<file path="config.mk">
export PLATFORM = sky130hd
export DESIGN_NAME = dragster_spi_engine
export DESIGN_NICKNAME = d
export VERILOG_FILES = /design/src/rtl/dragster_spi_pkg.sv /design/src/rtl/dragster_spi_tick_gen.sv /design/src/rtl/dragster_spi_engine.sv
export SDC_FILE = /design/constraint.sdc
export NUM_CORES = 1
export LEC_CHECK = 0
export ABC_AREA = 1
export ABC_CLOCK_PERIOD_IN_PS = 2250
export CORE_ASPECT_RATIO = 0.8
export CORE_MARGIN = 3
export CORE_UTILIZATION = 45
export DETAILED_ROUTE_END_ITERATION = 10
export PLACE_DENSITY = 0.8
export SLEW_MARGIN = 10
export SYNTH_ARGS = -nofsm -noshare
export SYNTH_HDL_FRONTEND = slang
export SYNTH_HIERARCHICAL = 1
export SYNTH_SLANG_ARGS = --single-unit
</file>
<file path="constraint.sdc">
create_clock -name clk -period 2.25 [get_ports clk]
set_clock_uncertainty 0.15 [all_clocks]
set_input_delay 0.45 -clock clk [delete_from_list [all_inputs] [get_ports clk]]
set_output_delay 0.45 -clock clk [all_outputs]
set_load 0.1 [all_outputs]
</file>
<file path="src/rtl/dragster_spi_pkg.sv">
// Shared definitions for the dragster SPI engine: FSM state encoding, slave
// target codes, parameter defaults, counter widths and small decode helpers.
package dragster_spi_pkg;

    // Parameter defaults
    localparam int unsigned DEF_CLK_DIV  = 4;
    localparam int unsigned DEF_CS_SETUP = 2;
    localparam int unsigned DEF_CS_HOLD  = 2;
    localparam int unsigned DEF_IDLE_GAP = 2;

    // Counter widths sized to the legal parameter maxima (255 / 15 / 16 bits)
    localparam int unsigned DIV_W      = 8;
    localparam int unsigned PHASE_W    = 4;
    localparam int unsigned BIT_W      = 4;
    localparam int unsigned FRAME_BITS = 16;
    localparam int unsigned STATE_W    = 3;

    // FSM state enumeration
    typedef logic [STATE_W-1:0] state_t;
    localparam state_t ST_IDLE  = 3'd0;
    localparam state_t ST_SETUP = 3'd1;
    localparam state_t ST_SHIFT = 3'd2;
    localparam state_t ST_HOLD  = 3'd3;
    localparam state_t ST_GAP   = 3'd4;

    // Slave target codes
    localparam logic [1:0] DEV0  = 2'b00;
    localparam logic [1:0] DEV1  = 2'b01;
    localparam logic [1:0] BCAST = 2'b10;
    localparam logic [1:0] RSVD  = 2'b11;

    // Active-low chip-select pattern for a target code
    function automatic logic [1:0] ss_decode(input logic [1:0] target);
        logic [1:0] sel;
        case (target)
            DEV0:    sel = 2'b10;
            DEV1:    sel = 2'b01;
            BCAST:   sel = 2'b00;
            default: sel = 2'b11;
        endcase
        return sel;
    endfunction

    // Reserved target, or a read aimed at the broadcast group
    function automatic logic is_rejected(input logic op_write, input logic [1:0] target);
        return (target == RSVD) || ((target == BCAST) && !op_write);
    endfunction

    // Serial frame, MSB shifted first: address byte, then data byte or zeros
    function automatic logic [FRAME_BITS-1:0] build_frame(input logic op_write,
                                                          input logic [15:0] word);
        return op_write ? {word[7:0], word[15:8]} : {word[7:0], 8'h00};
    endfunction

endpackage

</file>
<file path="src/rtl/dragster_spi_tick_gen.sv">
// spi_tick_gen: half-period tick for sclk. Counts CLK_DIV clk cycles while
// enabled and flags the last cycle of each half-period.
// Ports: clk, reset (sync, active-high), en (count enable, clears when low),
//        tick_c (combinational, high on the final cycle of a half-period).
module spi_tick_gen
    import dragster_spi_pkg::*;
#(
    parameter int unsigned CLK_DIV = DEF_CLK_DIV
) (
    input  logic clk,
    input  logic reset,
    input  logic en,
    output logic tick_c
);

    logic [DIV_W-1:0] div_cnt;

    assign tick_c = en && (div_cnt == DIV_W'(CLK_DIV - 1));

    // Half-period counter, restarts from zero whenever the shifter is idle
    always_ff @(posedge clk) begin
        if (reset || !en) begin
            div_cnt <= '0;
        end else if (tick_c) begin
            div_cnt <= '0;
        end else begin
            div_cnt <= div_cnt + DIV_W'(1);
        end
    end

endmodule

</file>
<file path="src/rtl/dragster_spi_engine.sv">
// dragster_spi_engine: single-frame SPI master (mode 0) for the configurator.
// A write sends a 16-bit frame; a read sends an address byte and captures
// one byte from miso. Bad targets are rejected without touching the bus.
// Ports: clk, reset (sync, active-high), start/operation/slave/tx_word
//        (request), busy/done/error/rx_data (status), sclk/mosi/miso/ss_n (SPI).
module dragster_spi_engine
    import dragster_spi_pkg::*;
#(
    parameter int unsigned CLK_DIV  = DEF_CLK_DIV,
    parameter int unsigned CS_SETUP = DEF_CS_SETUP,
    parameter int unsigned CS_HOLD  = DEF_CS_HOLD,
    parameter int unsigned IDLE_GAP = DEF_IDLE_GAP
) (
    input  logic        clk,
    input  logic        reset,
    input  logic        start,
    input  logic        operation,
    input  logic [1:0]  slave,
    input  logic [15:0] tx_word,
    output logic        busy,
    output logic        done,
    output logic        error,
    output logic [7:0]  rx_data,
    output logic        sclk,
    output logic        mosi,
    input  logic        miso,
    output logic [1:0]  ss_n
);

    state_t                  state,     state_nxt;
    logic [PHASE_W-1:0]      phase_cnt, phase_cnt_nxt;
    logic [BIT_W-1:0]        bit_cnt,   bit_cnt_nxt;
    logic [FRAME_BITS-1:0]   tx_shift,  tx_shift_nxt;
    logic [7:0]              rx_shift,  rx_shift_nxt;
    logic                    op_q,      op_nxt;
    logic                    busy_nxt, done_nxt, error_nxt, sclk_nxt, mosi_nxt;
    logic [7:0]              rx_data_nxt;
    logic [1:0]              ss_n_nxt;
    logic                    shift_en;
    logic                    tick_c;

    assign shift_en = (state == ST_SHIFT);

    spi_tick_gen #(
        .CLK_DIV (CLK_DIV)
    ) u_tick_gen (
        .clk    (clk),
        .reset  (reset),
        .en     (shift_en),
        .tick_c (tick_c)
    );

    // State and output registers
    always_ff @(posedge clk) begin
        if (reset) begin
            state     <= ST_IDLE;
            phase_cnt <= '0;
            bit_cnt   <= '0;
            tx_shift  <= '0;
            rx_shift  <= '0;
            op_q      <= 1'b0;
            busy      <= 1'b0;
            done      <= 1'b0;
            error     <= 1'b0;
            rx_data   <= 8'h00;
            sclk      <= 1'b0;
            mosi      <= 1'b0;
            ss_n      <= 2'b11;
        end else begin
            state     <= state_nxt;
            phase_cnt <= phase_cnt_nxt;
            bit_cnt   <= bit_cnt_nxt;
            tx_shift  <= tx_shift_nxt;
            rx_shift  <= rx_shift_nxt;
            op_q      <= op_nxt;
            busy      <= busy_nxt;
            done      <= done_nxt;
            error     <= error_nxt;
            rx_data   <= rx_data_nxt;
            sclk      <= sclk_nxt;
            mosi      <= mosi_nxt;
            ss_n      <= ss_n_nxt;
        end
    end

    // Next-state and next-output logic
    always_comb begin
        state_nxt     = state;
        phase_cnt_nxt = phase_cnt;
        bit_cnt_nxt   = bit_cnt;
        tx_shift_nxt  = tx_shift;
        rx_shift_nxt  = rx_shift;
        op_nxt        = op_q;
        busy_nxt      = busy;
        done_nxt      = 1'b0;
        error_nxt     = 1'b0;
        rx_data_nxt   = rx_data;
        sclk_nxt      = sclk;
        mosi_nxt      = mosi;
        ss_n_nxt      = ss_n;

        case (state)
            ST_IDLE: begin
                // busy is only high here for the single cycle of a rejection
                busy_nxt = 1'b0;
                sclk_nxt = 1'b0;
                mosi_nxt = 1'b0;
                ss_n_nxt = 2'b11;
                if (start && !busy) begin
                    busy_nxt = 1'b1;
                    if (is_rejected(operation, slave)) begin
                        done_nxt  = 1'b1;
                        error_nxt = 1'b1;
                    end else begin
                        state_nxt     = ST_SETUP;
                        op_nxt        = operation;
                        ss_n_nxt      = ss_decode(slave);
                        tx_shift_nxt  = build_frame(operation, tx_word);
                        mosi_nxt      = tx_shift_nxt[FRAME_BITS-1];
                        phase_cnt_nxt = '0;
                        bit_cnt_nxt   = '0;
                    end
                end
            end

            ST_SETUP: begin
                if (phase_cnt == PHASE_W'(CS_SETUP - 1)) begin
                    state_nxt     = ST_SHIFT;
                    phase_cnt_nxt = '0;
                end else begin
                    phase_cnt_nxt = phase_cnt + PHASE_W'(1);
                end
            end

            ST_SHIFT: begin
                if (tick_c) begin
                    if (!sclk) begin
                        // Rising edge: sample miso
                        sclk_nxt     = 1'b1;
                        rx_shift_nxt = {rx_shift[6:0], miso};
                    end else begin
                        // Falling edge: mosi may only move while sclk is low
                        sclk_nxt = 1'b0;
                        if (bit_cnt == BIT_W'(FRAME_BITS - 1)) begin
                            mosi_nxt      = 1'b0;
                            state_nxt     = ST_HOLD;
                            phase_cnt_nxt = '0;
                        end else begin
                            bit_cnt_nxt  = bit_cnt + BIT_W'(1);
                            tx_shift_nxt = {tx_shift[FRAME_BITS-2:0], 1'b0};
                            mosi_nxt     = tx_shift[FRAME_BITS-2];
                        end
                    end
                end
            end

            ST_HOLD: begin
                if (phase_cnt == PHASE_W'(CS_HOLD - 1)) begin
                    state_nxt     = ST_GAP;
                    phase_cnt_nxt = '0;
                    ss_n_nxt      = 2'b11;
                    done_nxt      = 1'b1;
                    // Last 8 sampled bits are the read data byte
                    if (!op_q) begin
                        rx_data_nxt = rx_shift;
                    end
                end else begin
                    phase_cnt_nxt = phase_cnt + PHASE_W'(1);
                end
            end

            ST_GAP: begin
                if (phase_cnt == PHASE_W'(IDLE_GAP - 1)) begin
                    state_nxt     = ST_IDLE;
                    phase_cnt_nxt = '0;
                    busy_nxt      = 1'b0;
                end else begin
                    phase_cnt_nxt = phase_cnt + PHASE_W'(1);
                end
            end

            default: begin
                state_nxt = ST_IDLE;
                busy_nxt  = 1'b0;
                sclk_nxt  = 1'b0;
                mosi_nxt  = 1'b0;
                ss_n_nxt  = 2'b11;
            end
        endcase
    end

endmodule

</file>
Word-level counts from Yosys, hierarchy flattened
Index checks and enable logic that the tools add are counted.
{"block": "classes", "addsub": 3, "eq_ne": 19, "bitwise": 7, "muxes": 48, "n_reduce_logical": 27}
{"op": "15-bit 2-to-1 mux", "count": 5}
{"op": "4-bit 2-to-1 mux", "count": 9}
{"op": "15-bit case mux with 2 select lines", "count": 1}
{"op": "3-bit 2-to-1 mux", "count": 8}
{"op": "2-bit != test (second input constant)", "count": 9}
{"op": "3-bit case mux with 5 select lines", "count": 1}
{"op": "1-bit 2-to-1 mux", "count": 12}
{"op": "2-bit case mux with 3 select lines", "count": 2}
{"op": "4-bit case mux with 3 select lines", "count": 1}
{"op": "3-bit AND reduction", "count": 4}
{"op": "6-bit AND reduction", "count": 2}
{"op": "3-bit OR reduction", "count": 3}
{"op": "4-bit by 1-bit adder with 4-bit output (second input constant)", "count": 2}
{"op": "8-bit by 1-bit adder with 8-bit output (second input constant)", "count": 1}
{"op": "8-bit by 2-bit equality test with 1-bit output (second input constant)", "count": 1}
{"op": "8-bit 2-to-1 mux", "count": 1}
{"op": "4-bit case mux with 2 select lines", "count": 1}
{"op": "8-bit AND reduction", "count": 1}
{"op": "1-bit inverter", "count": 7}
{"op": "3-bit by 2-bit equality test with 1-bit output (second input constant)", "count": 2}
{"op": "2-bit 2-to-1 mux", "count": 3}
{"op": "1-bit case mux with 3 select lines", "count": 2}
{"op": "2-bit AND reduction", "count": 3}
{"op": "2-bit equality test (second input constant)", "count": 2}
{"op": "other kinds (14)", "count": 21}
{"block": "totals", "input_bits": 23, "elab_cells": 118, "output_inout_bits": 15, "register_bits": 58}

Depth between registers and ports, before layout
Gate-level depths: netlist (run 1).
{"block": "logic_depth", "word_depth": 6, "depth_mapped": 15, "mapped_depth_nobuf": 13}

Cells and area by module
The synthesis (run 1) kept the hierarchy.
{"mod": "dragster_spi_engine", "cells_per_inst": 343, "n_inst": 1, "seq_area_each_um2": 1001.0, "area_each_um2": 2423.6}
{"mod": "spi_tick_gen", "cells_per_inst": 55, "n_inst": 1, "seq_area_each_um2": 160.2, "area_each_um2": 406.6}

Worst setup path after synthesis (run 1)
OpenSTA, ideal clock, no wires.
{"block": "synth_timing", "path_type": "flip-flop to flip-flop", "from": "register state[0]", "to": "register tx_shift[10]", "period_less_slack_ns": 2.246, "required_ns": 2.030, "path_stages_with_launch": 16, "slack_ns": 0.004, "arrival_ns": 2.026, "n_path_buf": 2, "setup_ns": 0.070, "cell_sequence": "dfxtp_1 > nor2_4 > nand2_8 > inv_4 > buf_2 > nand2_1 > nor2_1 > nand2_2 > inv_1 > inv_1 > o21ai_4 > inv_4 > nor2_8 > buf_6 > nand2_2 > a21oi_2"}
{"block": "synth_between", "elab_chain_cells": 4, "elab_cells_between_ends": 11, "cone_classes": "6 x eq/ne; 1 x mux; 4 x reduce/logical"}
{"element": "start, declared", "line": "dragster_spi_engine.sv:30", "source": "state_t state, state_nxt;"}
{"element": "start signal, assigned", "line": "dragster_spi_engine.sv:70", "source": "state <= state_nxt;"}
{"element": "3-bit by 2-bit equality test with 1-bit output", "line": "dragster_spi_engine.sv:42", "source": "assign shift_en = (state == ST_SHIFT);"}
{"element": "named net shift_en", "line": "dragster_spi_engine.sv:39", "source": "logic shift_en;"}
{"element": "1-bit logical AND", "line": "dragster_spi_tick_gen.sv:18", "source": "assign tick_c = en && (div_cnt == DIV_W'(CLK_DIV - 1));"}
{"element": "named net tick_c", "line": "dragster_spi_engine.sv:40", "source": "logic tick_c;"}
{"element": "2-bit != test (no line)"}
{"element": "6-bit AND reduction (no line)"}
{"element": "end signal, assigned", "line": "dragster_spi_engine.sv:73", "source": "tx_shift <= tx_shift_nxt;"}
{"element": "end, declared", "line": "dragster_spi_engine.sv:33", "source": "logic [FRAME_BITS-1:0] tx_shift, tx_shift_nxt;"}
The timed path passes the listed nets, and every way through them passes these cells.
A chain may end at the register's enable or synchronous reset.

Worst setup path after layout (run 1)
{"block": "layout_timing", "from": "register state[2]", "to": "register tx_shift[7]"}
{"block": "layout_between", "elab_chain_cells": 4, "elab_cells_between_ends": 11, "cone_classes": "6 x eq/ne; 1 x mux; 4 x reduce/logical"}
{"element": "3-bit by 2-bit equality test with 1-bit output", "line": "dragster_spi_engine.sv:42"}
{"element": "1-bit logical AND", "line": "dragster_spi_tick_gen.sv:18"}
{"element": "named net tick_c", "line": "dragster_spi_engine.sv:40"}
{"element": "2-bit != test (no line)"}
{"element": "6-bit AND reduction (no line)"}
The timed path passes the listed nets, and every way through them passes these cells.

==> flow_metrics.py, run 1 <==
metrics = {
    "logic_synthesis": {
        "synthArstFlopShare": 0,
        "yosysTopAreaCell": "dfxtp_1",
        "yosys_register_bits": 58,
        "syn_inst": 398,
        "synthFlopType": "dfxtp_1",
        "synth_seq_area_share": 0.4103,
        "synth_top_area_frac": 0.4103,
        "synth_cell_types": 30,
        "synth_edf_count": 0,
        "synth_common_cells": "nand2_1, dfxtp_1, inv_1",
        "synth.most_common_cell": "nand2_1",
        "netlist_area_um2": 2830,
        "synthTopCellsByArea": "dfxtp_1, nand2_1, a21oi_1",
        "syn_nets": 425,
        "syn_area_per_cell_um2": 7.111,
        "yosysWarnings": 6,
    },
    "worst_setup_path": {
        "cp.required_ps": 2380,
        "critPathKind": "flop to flop",
        "cp.arrival_ps": 2250,
        "r2r_end": "tx_shift[7]$_SDFFE_PP0P_",
        "crit_path_start_kind": "flop",
        "r2r-start": "state[2]$_SDFFE_PP0P_",
        "cp_max_fo": 10,
        "r2r_setup_slack_ps": 130,
        "r2r_cells": 14,
        "end_kind": "flop",
    },
    "hold_path": {
        "hold_start": "rx_data[3]$_SDFFE_PP0P_",
        "hold_path_end": "rx_data[3]$_SDFFE_PP0P_",
        "holdPathStages": 2,
        "min_path_type": "flop to flop",
    },
    "cts": {
        "cts.path.max_buffers": 2,
        "cts_tree": "built",
        "cts_sinks": 58,
        "clock_latency_ps": 340,
        "cts_root_buffer": "clkbuf_8",
        "h-tree-depth": 3,
        "clk_pin_slew_ps": 70,
        "cts_buffers": 9,
    },
    "routing": {
        "routed_wl_um": 6095,
        "vias": 2622,
        "wl_per_cell_um": 11.46,
        "ant_nets": 0,
        "drtPass1Iterations": 4,
        "drc": 0,
        "drt_iter0_drc": 162,
        "via_per_inst": 4.929,
    },
    "sta": {
        "fin_crit_ps": 2122,
        "worst_hold_slack_ps": 296.9,
        "setup_viol": 0,
        "slew_headroom": 0.6832,
        "fin_crit_sh": 0.9431,
        "report.final.hold_viol_count": 0,
        "fmax_mhz": 471.2,
        "tightest_slew_ps": 474.7,
        "drv_slew": 0,
    },
    "layout": {
        "fillers": 535,
        "drive_above_1_share": 0.2151,
        "num_antenna_cells": 0,
        "area_growth_pct": 24.80,
        "fin_nets": 473,
    },
    "floorplan": {
        "ios": 38,
        "design.core.area_um2": 6006,
        "dieArea_um2": 7283,
        "die_x_um": 94.67,
        "fp.dieH_um": 76.94,
        "num_rows": 25,
        "initial_core_util": 0.4712,
    },
    "run_status": {
        "status": "finished clean",
    },
    "power": {
        "p_per_area_nw_per_um2": 1090,
        "peakVddDrop_v": 0.0005906,
        "leakagePower_nw": 1.431,
        "total_power_w": 0.003851,
    },
    "global_route": {
        "first_global_vias": 2372,
        "grt.overflow.total": 0,
        "antenna_found_initial": 0,
        "grtUsageTotal": 0.1737,
        "grt_max_degree": 33,
        "grt_pass1_wl_um": 10160,
    },
    "place": {
        "dp_hpwl_um": 4322,
        "gp_congestion": 0.9675,
        "io_buffers": 37,
    },
    "flow_run": {
        "drv_cap": 0,
    },
}
-- report_power, final --
part,switching [W],internal [W],leakage [nW]
logic,0.00104,0.000538,0.871
clock network,0.000446,0.000517,0.0885
registers,0.000120,0.00118,0.472
-- worst max-delay path by stage --
stage / start / to / slack [ps] / depth (start not counted)
floorplan: state[0]$_SDFFE_PP0P_ / tx_shift[10]$_SDFFE_PP0P_ / 4 / 15
global placement: operation / tx_shift[4]$_SDFFE_PP0P_ / 150 / 9
detailed placement: state[0]$_SDFFE_PP0P_ / bit_cnt[0]$_SDFFE_PP0P_ / 80 / 13
CTS: state[0]$_SDFFE_PP0P_ / bit_cnt[0]$_SDFFE_PP0P_ / 40 / 13
global route: state[2]$_SDFFE_PP0P_ / tx_shift[8]$_SDFFE_PP0P_ / -30 / 14
finish: state[2]$_SDFFE_PP0P_ / tx_shift[7]$_SDFFE_PP0P_ / 130 / 14
-- what timing repair did --
action | 4_1_cts | 5_1_grt
hold buffers | 0 | 0
hold endpoints to repair | 0 | 0
endpoints found under the setup margin | 0 | 31
gates resized for setup | 0 | 6
buffers inserted | 0 | 7
-- critical path, stage by stage, from the launching register on --
cell     delay, ps
dfxtp_2        360
nor2_4         220
nand2_8         70
inv_4           50
nand2_1         40
nor2_1         120
nand2_2         80
inv_1           90
inv_1           80
o21ai_4        250
inv_4           70
nor2_8         160
buf_4          170
nand2_2         50
a21oi_2        100
-- metrics by stage --
step	cells	setup slack, ps	area (um^2)	util	TNS [ps]
global placement	509	147.8	3259	0.5427	0
CTS	525	40.32	3461	0.5763	0
detailed placement	509	78.50	3259	0.5427	0
floorplan	398	4.183	2830	-	0
finish	532	127.9	3532	0.5881	0
global route	532	-25.95	3532	0.5881	-136.5
-- layout make-up --
cell class / count / area (um^2) / share of cell area
multi-input cells: 283 / 1436 / 0.4067
clock inverters: 7 / 77.57 / 0.02196
clock buffers: 9 / 123.9 / 0.03507
flip-flops and latches: 58 / 1164 / 0.3294
inverters: 44 / 170.2 / 0.04818
repair buffers: 50 / 459.2 / 0.1300
well taps: 81 / 101.3 / 0.02869
-- cells by family (layout without fill, tap and decap cells) --
kind of cell / Yosys count / in the layout / synth area share
buf+inv: 57 / 110 / 0.08665
xor+xnor: 4 / 4 / 0.01238
compound gates: 73 / 73 / 0.1543
simple gates: 202 / 202 / 0.3187
fa+ha+maj: 4 / 4 / 0.01768
flops: 58 / 58 / 0.4103
-- per-layer routing --
metal / up-vias / wire, um / GRT usage
li1: 1349 / - / -
met1: 1208 / 2914 / 0.2264
met2: 56 / 2773 / 0.2738
met3: 9 / 326 / 0.06961
met4: 0 / 80 / 0.03026
met5: - / 0 / 0
-- cells in the final DEF (no fill, tap or decap), drive strengths merged --
| cell | synthesis | layout |
|---|---|---|
| a21boi | 1 | 1 |
| a21oi | 49 | 49 |
| a31oi | 1 | 1 |
| buf | 8 | 28 |
| bufinv | 0 | 1 |
| clkbuf | 5 | 9 |
| clkdlybuf4s50 | 0 | 22 |
| clkinvlp | 0 | 4 |
| dfxtp | 58 | 58 |
| ha | 4 | 4 |
| inv | 44 | 46 |
| nand2 | 128 | 128 |
| nand3 | 29 | 29 |
| nor2 | 41 | 41 |
| nor3 | 1 | 1 |
| nor3b | 1 | 1 |
| o21ai | 22 | 22 |
| or2 | 2 | 2 |
| xnor2 | 1 | 1 |
| xor2 | 3 | 3 |
-- flip-flops by register name (all words and copies together) (netlist names) --
| register | cells |
|---|---|
| busy | 1 |
| mosi | 1 |
| tx_shift | 15 |
| phase_cnt | 4 |
| rx_data | 8 |
| state | 3 |
| done | 1 |
| sclk | 1 |
| error | 1 |
| bit_cnt | 4 |
| u_tick_gen/div_cnt | 8 |
| rx_shift | 8 |
| ss_n | 2 |
| op_q | 1 |
Power figures use the tool's default switching activity.
==> run 2, diff against run 1 <==
--- a/config.mk
+++ b/config.mk
@@ -10,6 +10,7 @@
 export CORE_ASPECT_RATIO = 0.8
 export CORE_MARGIN = 3
 export CORE_UTILIZATION = 45
+export CTS_CLUSTER_SIZE = 28
 export DETAILED_ROUTE_END_ITERATION = 10
 export PLACE_DENSITY = 0.8
 export SLEW_MARGIN = 10
==> results of run 2 <==
The final DEF is identical to that of run 1; final timing and power are the same.
